$ cat src/rtl/pipe_hazard_ctrl.sv
// pipe_hazard_ctrl: hazard and sequencing controller for a 5-stage, 16-bit ISA pipeline.
// Ports:
//   clk, reset (async, active-high)
//   id_valid, id_instr      instruction currently in ID
//   ex_branch_taken         branch in EX resolved taken
//   mem_busy                data memory stall, freezes the whole pipeline
//   pc_en, ifid_en          PC / IF-ID load enables (combinational)
//   ifid_flush, idex_bubble NOP insertion controls (combinational)
//   fwd_a, fwd_b            registered EX operand source selects
//   halted                  pipeline drained after HALT
//   stall_count             saturating load-use stall counter
module pipe_hazard_ctrl #(
    parameter int unsigned DRAIN_CYCLES = 3,
    parameter int unsigned CNT_W        = 16
) (
    input  logic             clk,
    input  logic             reset,
    input  logic             id_valid,
    input  logic [15:0]      id_instr,
    input  logic             ex_branch_taken,
    input  logic             mem_busy,
    output logic             pc_en,
    output logic             ifid_en,
    output logic             ifid_flush,
    output logic             idex_bubble,
    output logic [1:0]       fwd_a,
    output logic [1:0]       fwd_b,
    output logic             halted,
    output logic [CNT_W-1:0] stall_count
);

    localparam int unsigned DW = $clog2(DRAIN_CYCLES + 2);

    typedef enum logic [1:0] {RUN, DRAIN, HALT_ST} state_t;

    typedef struct packed {
        logic       valid;
        logic       wr;
        logic [2:0] rd;
        logic       is_load;
    } slot_t;

    typedef struct packed {
        logic       use_a;
        logic [2:0] a;
        logic       use_b;
        logic [2:0] b;
        logic       wr;
        logic [2:0] rd;
        logic       is_load;
        logic       is_halt;
    } dec_t;

    state_t          state, state_nx;
    logic [DW-1:0]   cnt, cnt_nx;
    slot_t           s1, s2, s3;
    dec_t            dec;
    logic            load_use;
    logic            issue;
    logic            count_stall;

    logic [2:0] opc, f_rn, f_rd, f_rm;
    logic [1:0] f_op;
    assign opc  = id_instr[15:13];
    assign f_op = id_instr[12:11];
    assign f_rn = id_instr[10:8];
    assign f_rd = id_instr[7:5];
    assign f_rm = id_instr[2:0];

    // bits [4:3] carry no register information in this ISA
    logic unused_bits;
    assign unused_bits = ^id_instr[4:3];

    // Register read/write decode of the ID instruction
    always_comb begin
        dec = '0;
        case (opc)
            3'b110: begin
                if (f_op == 2'b10) begin
                    dec.wr = 1'b1; dec.rd = f_rn;
                end else if (f_op == 2'b00) begin
                    dec.use_b = 1'b1; dec.b = f_rm; dec.wr = 1'b1; dec.rd = f_rd;
                end
            end
            3'b101: begin
                dec.use_b = 1'b1; dec.b = f_rm;
                dec.use_a = (f_op != 2'b11); dec.a = f_rn;
                dec.wr    = (f_op != 2'b01); dec.rd = f_rd;
            end
            3'b011: begin
                if (f_op == 2'b00) begin
                    dec.use_a = 1'b1; dec.a = f_rn; dec.wr = 1'b1; dec.rd = f_rd;
                    dec.is_load = 1'b1;
                end
            end
            3'b100: begin
                if (f_op == 2'b00) begin
                    dec.use_a = 1'b1; dec.a = f_rn; dec.use_b = 1'b1; dec.b = f_rd;
                end
            end
            3'b010: begin
                if (f_op == 2'b11) begin
                    dec.wr = 1'b1; dec.rd = 3'd7;
                end else if (f_op == 2'b00) begin
                    dec.use_a = 1'b1; dec.a = f_rd;
                end else if (f_op == 2'b10) begin
                    dec.use_a = 1'b1; dec.a = f_rd; dec.wr = 1'b1; dec.rd = 3'd7;
                end
            end
            3'b111:  dec.is_halt = 1'b1;
            default: dec = '0;
        endcase
    end

    // Youngest writer wins; a load in EX is never forwarded (stall covers it)
    function automatic logic [1:0] fwd_sel(input logic use_s, input logic [2:0] s,
                                           input slot_t e, input slot_t m);
        if (use_s && e.valid && e.wr && !e.is_load && e.rd == s) return 2'b01;
        if (use_s && m.valid && m.wr && m.rd == s)               return 2'b10;
        return 2'b00;
    endfunction

    assign load_use = id_valid && s1.valid && s1.is_load && s1.wr &&
                      ((dec.use_a && s1.rd == dec.a) || (dec.use_b && s1.rd == dec.b));

    // Next state and pipeline control
    always_comb begin
        state_nx    = state;
        cnt_nx      = cnt;
        pc_en       = 1'b1;
        ifid_en     = 1'b1;
        ifid_flush  = 1'b0;
        idex_bubble = 1'b0;
        issue       = 1'b0;
        count_stall = 1'b0;
        if (reset) begin
            pc_en       = 1'b0;
            ifid_en     = 1'b0;
            ifid_flush  = 1'b1;
            idex_bubble = 1'b1;
        end else begin
            case (state)
                RUN: begin
                    if (mem_busy) begin
                        pc_en   = 1'b0;
                        ifid_en = 1'b0;
                    end else if (ex_branch_taken) begin
                        ifid_flush  = 1'b1;
                        idex_bubble = 1'b1;
                    end else if (load_use) begin
                        pc_en       = 1'b0;
                        ifid_en     = 1'b0;
                        idex_bubble = 1'b1;
                        count_stall = 1'b1;
                    end else begin
                        issue = id_valid;
                        if (id_valid && dec.is_halt) begin
                            state_nx = DRAIN;
                            cnt_nx   = DW'(DRAIN_CYCLES);
                        end
                    end
                end
                DRAIN: begin
                    pc_en   = 1'b0;
                    ifid_en = 1'b0;
                    if (!mem_busy) begin
                        idex_bubble = 1'b1;
                        if (cnt <= DW'(1)) begin
                            state_nx = HALT_ST;
                            cnt_nx   = '0;
                        end else begin
                            cnt_nx = cnt - DW'(1);
                        end
                    end
                end
                default: begin
                    pc_en       = 1'b0;
                    ifid_en     = 1'b0;
                    idex_bubble = 1'b1;
                end
            endcase
        end
    end

    // State, tracker, forwarding and counter registers
    always_ff @(posedge clk or posedge reset) begin
        if (reset) begin
            state       <= RUN;
            cnt         <= '0;
            halted      <= 1'b0;
            s1          <= '0;
            s2          <= '0;
            s3          <= '0;
            fwd_a       <= 2'b00;
            fwd_b       <= 2'b00;
            stall_count <= '0;
        end else begin
            state  <= state_nx;
            cnt    <= cnt_nx;
            halted <= (state_nx == HALT_ST);
            if (!mem_busy) begin
                s3 <= s2;
                s2 <= s1;
                s1 <= issue ? slot_t'{valid: 1'b1, wr: dec.wr, rd: dec.rd, is_load: dec.is_load}
                            : slot_t'('0);
                fwd_a <= issue ? fwd_sel(dec.use_a, dec.a, s1, s2) : 2'b00;
                fwd_b <= issue ? fwd_sel(dec.use_b, dec.b, s1, s2) : 2'b00;
            end
            if (count_stall && stall_count != '1)
                stall_count <= stall_count + CNT_W'(1);
        end
    end

endmodule

$ cat config.mk
export PLATFORM = sky130hd
export DESIGN_NAME = pipe_hazard_ctrl
export DESIGN_NICKNAME = d
export VERILOG_FILES = /design/src/rtl/pipe_hazard_ctrl.sv
export SDC_FILE = /design/constraint.sdc
export NUM_CORES = 1
export LEC_CHECK = 0
export BUFFER_PORTS_ARGS = -buffer_cell sky130_fd_sc_hd__buf_2
export CORE_MARGIN = 2
export CORE_UTILIZATION = 50
export CTS_CLUSTER_SIZE = 8
export DETAILED_ROUTE_END_ITERATION = 10
export PLACE_DENSITY = 0.72
export SETUP_SLACK_MARGIN = 0.4
export SYNTH_ARGS = -nofsm -noshare
export SYNTH_HDL_FRONTEND = slang
export SYNTH_SLANG_ARGS = --single-unit
$ cat constraint.sdc
create_clock -name clk -period 4.1 [get_ports clk]
set_clock_uncertainty 0.15 [all_clocks]
set_input_delay 0.82 -clock clk [delete_from_list [all_inputs] [get_ports clk]]
set_output_delay 0.82 -clock clk [all_outputs]
set_load 0.005 [all_outputs]
[Word level (Yosys, flattened, before mapping)]
Index checks and enable logic that the tools add are counted.
Word-level totals
  latch bits: 0
  ROM bits: 0
  memories: 0
  bits in writable memories: 0
  flip-flop bits (word level): 37
  word-level logic and storage cells: 144
Cells by class
  eq/ne operators: 22
  $mul: 0
  bitwise gates (word level): 1
  magnitude comparators: 1
  mux-type cells: 77
  shift-type cells: 0
  add/subtract/negate cells: 2
  reduce and logical (&&, ||, !) cells: 28
  div/mod/pow operators: 0
Operators by type and width (number)
  two-way mux 4 bit: 9
  two-way mux 1 bit: 35
  two-way mux 2 bit: 17
  one-hot mux 4 bit (4 select lines): 2
  logical AND 1 bit: 22
  two-way mux 3 bit: 6
  adder 16 x 1 -> 16 bit (second input constant): 1
  two-way mux 8 bit: 2
  inequality test 16 bit (second input constant): 1
  == test 3 bit: 4
  == test 3 bit (second input constant): 4
  inequality test 2 bit (second input constant): 6
  one-hot mux 4 bit (3 select lines): 1
  AND reduction 7 bit: 1
  == test 2 bit (second input constant): 3
  == test 3 x 2 -> 1 bit (second input constant): 2
  two-way mux 6 bit: 1
  one-hot mux 3 bit (2 select lines): 1
  two-way mux 5 bit: 1
  logical NOT 2 bit: 2
  one-hot mux 2 bit (2 select lines): 1
  less-or-equal comparator 3 x 1 -> 1 bit (second input constant): 1
  subtractor 3 x 1 -> 3 bit (second input constant): 1
  == test 2 x 1 -> 1 bit (second input constant): 1
  other kinds (6): 6

[Longest topological paths before layout]
  depth in word-level cells: 16
  gate-level depth with buffers: 10

[Worst setup path before layout]
Ideal clock, no wire load.
  path kind: input port to output port
  from: input port id_instr[12]
  to: output port idex_bubble
  data arrival time: 2539 ps
  slack: 591 ps
  stages on the path: 8
  buffers on the path: 1
  required time: 3130 ps
  path through: clkbuf_1 o21ba_2 or3_1 and3_1 o211ai_1 o21ba_2 a21oi_1 or3_1
On the way
  longest elaborated chain between the ends: 14
  elaborated cells on any way between the ends: 24
  classes of those cells: 5 x eq/ne; 14 x mux; 5 x reduce/logical
RTL lines
  start: declaration: RTL line 19  | input logic [15:0] id_instr,
  == test 2 bit: RTL line 79, 106
  two-way mux 4 bit: RTL line 106  | end else if (f_op == 2'b10) begin
  two-way mux 4 bit: RTL line 104  | end else if (f_op == 2'b00) begin
  two-way mux 4 bit: RTL line 102  | if (f_op == 2'b11) begin
  one-hot mux 4 bit (4 select lines): RTL line 77  | case (opc)
  == test 3 bit: RTL line 124  | ((dec.use_a && s1.rd == dec.a) || (dec.use_b && s1.rd == dec.b));
  logical AND 1 bit: RTL line 124
  logical OR 1 bit *: RTL line 124
  logical AND 1 bit *: RTL line 123  | assign load_use = id_valid && s1.valid && s1.is_load && s1.wr &&
  two-way mux 1 bit *: RTL line 150  | end else if (load_use) begin
  two-way mux 1 bit *: RTL line 147  | end else if (ex_branch_taken) begin
  two-way mux 1 bit *: RTL line 144  | if (mem_busy) begin
  one-hot mux 1 bit (2 select lines) *: RTL line 142  | case (state)
  two-way mux 1 bit *: RTL line 136  | if (reset) begin
  end: declaration: RTL line 25  | output logic idex_bubble,
Mark *: on every way between the ends. The rest lies on a longest branch, timed or not.

[Worst setup path in the final report]
Ends and elaborated chain as after synthesis.

==> results.md <==
- Status: finished clean
- Commonest cells after routing, fill and taps aside: 38 x buf_2, 37 x dfrtp_1, 30 x nand2_1
- Worst VDD drop: 0.167 mV
- P_leak: 1.42 nW
- GRT overflow: 0
- Slowest-stage cell, CP: or3_4
- Synthesized area: 2410 sq um
- Crit Path Max Fanout: 7
- DRT iter0 DRCs: 187
- Placed Instances: 353
- Fin cells: 372
- Synthesis warning total: 0
- Drt via density: 5.94
- All-Layer GR Usage: 0.229
- Fin Hold WS: 0.326 ns
- Worst EP arrival: 2.73 ns
- Die W: 73.5 microns
- Count of cell types in the netlist: 54
- Clock sink count: 37
- Max-cap viol count: 0
- Core outline area: 4690 sq um
- Num rows: 25
- Syn Nets: 286
- DRT antenna net count: 0
- Hold Vio Cnt, Final: 0
- Crit Path Class: in2out
- Ys async rst share: 1.00
- Pin count of the biggest net entering global routing: 38
- Unrepaired setup endpoints after global routing: yes
- TNS Setup: 0 ns
- Layout area overhead: 27.3%
- H-Tree Depth: 2
- Post-synth EDFFs: 0
- Final antenna diode count: 0
- Mapped Avg Cell Area: 9.22 sq um
- Die H: 73.5 microns
- Clock latency on the worst-skew pair: 0.29 ns
- Longest Clk Path Bufs: 2
- Detailed Route WL: 5.95 mm
- Layout Nets: 341
- Hold Path Class: reg2reg
- DRC Markers: 0
- Io pins: 46
- Global-route wire length before repair: 9.65 mm
- DR vias: 2211
- Share of post-route cells with drive strength above 1: 0.327
- Number of port buffers: 43
- CP cell instances: buf_6 > buf_6 > o21ba_2 > or3_4 > and3_4 > o211ai_1 > o21ba_4 > a21oi_1 > or3_1 > buf_2
- Crit path largest cell delay: 0.34 ns
- Routed WL per cell: 16.0 microns
- Critical Path Start Type: input port
- Vias in the first global route: 2017
- Top_reg_cell synth: dfrtp_1
- DIE AREA: 5400 sq um
- Most used cell, CP: buf_6
- Sequential share of the synthesized area: 0.383
- CP endpoint kind: output port
- Synthesized netlist cell count: 262
- Global placer's final weighted congestion: 0.911
- Max-slew violation count: 0
- Max Freq: 0.270 GHz
- Seq cells post-synth: 37
- TritonCTS clock tree: yes
- Total CTS buffers: 5
- Clock Root Buffer: clkbuf_8
- Hold buffer count at cts: 0
- Final min period: 3.70 ns
- Slew HR: 0.586
- Initial antenna violation count: 0
- Commonest non-fill, non-tap cell in the layout: buf_2
- Initial DRT Pass Iterations: 4
- Initial core utilization: 0.515
- Pwr/cell area: 290 nW/um^2
- Setup Viol. Count Final: 0
- Crit path required time: 3.13 ns
- Fin crit share: 0.903
- Slew @ Worst Pin: 0.615 ns
- Clock transition at path regs: 0.07 ns
- DP HPWL: 4.04 mm
## registers in the layout (all words and copies together) (netlist names)
signal       count
fwd_b            2
fwd_a            2
state            2
halted           1
s2               5
stall_count     16
s1               6
cnt              3
## critical path, delay by kind of cell
| kind | cells | cell delay [ns] |
|---|---|---|
| AND/OR/NAND/NOR | 3 | 0.83 |
| AO/OA/AOI/OAI | 4 | 0.71 |
| buffers and inverters | 3 | 0.38 |
## stage by stage
stage               power [mW]  setup slack, ns  cell area, sq um   util
CTS                      0.885            0.406              2980  0.636
detailed placement       0.537            0.148              2680  0.571
finish                   0.890            0.398              3070  0.655
floorplan                0.492            0.591              2410      -
global placement         0.534            0.184              2680  0.571
global route             0.930            0.309              3070  0.655
## final cells by class
type / instances / area, sq um
clock buffers: 6 / 82.6
clock inverters: 2 / 37.5
repair buffers: 61 / 382
flip-flops and latches: 37 / 926
multi-input cells: 202 / 1540
fillers: 393 / 1620
inverters: 10 / 37.5
well taps: 54 / 67.6
## metal layers
| metal | GRT usage | part of all wire | up-vias |
|---|---|---|---|
| li1 | - | - | 1075 |
| met1 | 0.329 | 0.46 | 1048 |
| met2 | 0.340 | 0.48 | 82 |
| met3 | 0.0425 | 0.056 | 6 |
| met4 | 0.0909 | 0.013 | 0 |
| met5 | 0 | 0 | - |
## cells by family (layout without fill, tap and decap cells)
family,Yosys count,count (layout),share of synthesized area
compound gates,57,57,0.162
xor+xnor,22,22,0.0829
fa+ha+maj,3,3,0.0155
buf+inv,23,79,0.0446
flops,37,37,0.383
mux,3,3,0.0140
simple gates,117,117,0.298
## cell usage after synthesis, types with 4 or more instances
| cell type | instances | area share |
|---|---|---|
| nor3_1 | 4 | 0.0083 |
| nand3_2 | 6 | 0.025 |
| a21oi_1 | 9 | 0.019 |
| dfrtp_1 | 37 | 0.38 |
| xnor2_1 | 17 | 0.062 |
| o21ai_0 | 21 | 0.044 |
| a32oi_1 | 4 | 0.015 |
| inv_1 | 10 | 0.016 |
| nor4b_1 | 4 | 0.015 |
| xor2_1 | 4 | 0.015 |
| nor2_1 | 12 | 0.019 |
| clkbuf_1 | 5 | 0.0078 |
| nand4_1 | 9 | 0.023 |
| nand2_1 | 30 | 0.047 |
| buf_2 | 4 | 0.0083 |
| and3_1 | 13 | 0.034 |
| and4_1 | 4 | 0.015 |
| nor2b_1 | 7 | 0.018 |
| or3_1 | 4 | 0.010 |
| o211ai_1 | 6 | 0.019 |
## what timing repair did
item | in CTS | in global routing
resized for setup | 25 | 12
buffers inserted | 6 | 5
setup endpoints to repair | 3 | 3
pin swaps | 8 | 8
## report_power, final
group	switching (mW)	leakage (nW)	internal, mW
logic	0.0931	0.860	0.0709
registers	0.0128	0.504	0.381
clock network	0.135	0.0574	0.198
total	0.241	1.42	0.649
## final timing paths
path,startpoint,to,slack (ns),cells past startpoint
max in group asynchronous,reset,stall_count[6],2.94,3
worst max-delay path,id_instr[12],idex_bubble,0.40,10
worst min register to register,fwd_b[1],fwd_b[1],0.33,2
worst min-delay path,fwd_b[1],fwd_b[1],0.33,2
min in group asynchronous,reset,cnt[0],0.52,3
worst max register to register,stall_count[0],stall_count[1],1.13,7
No activity file was read; power rests on OpenSTA's default activity.
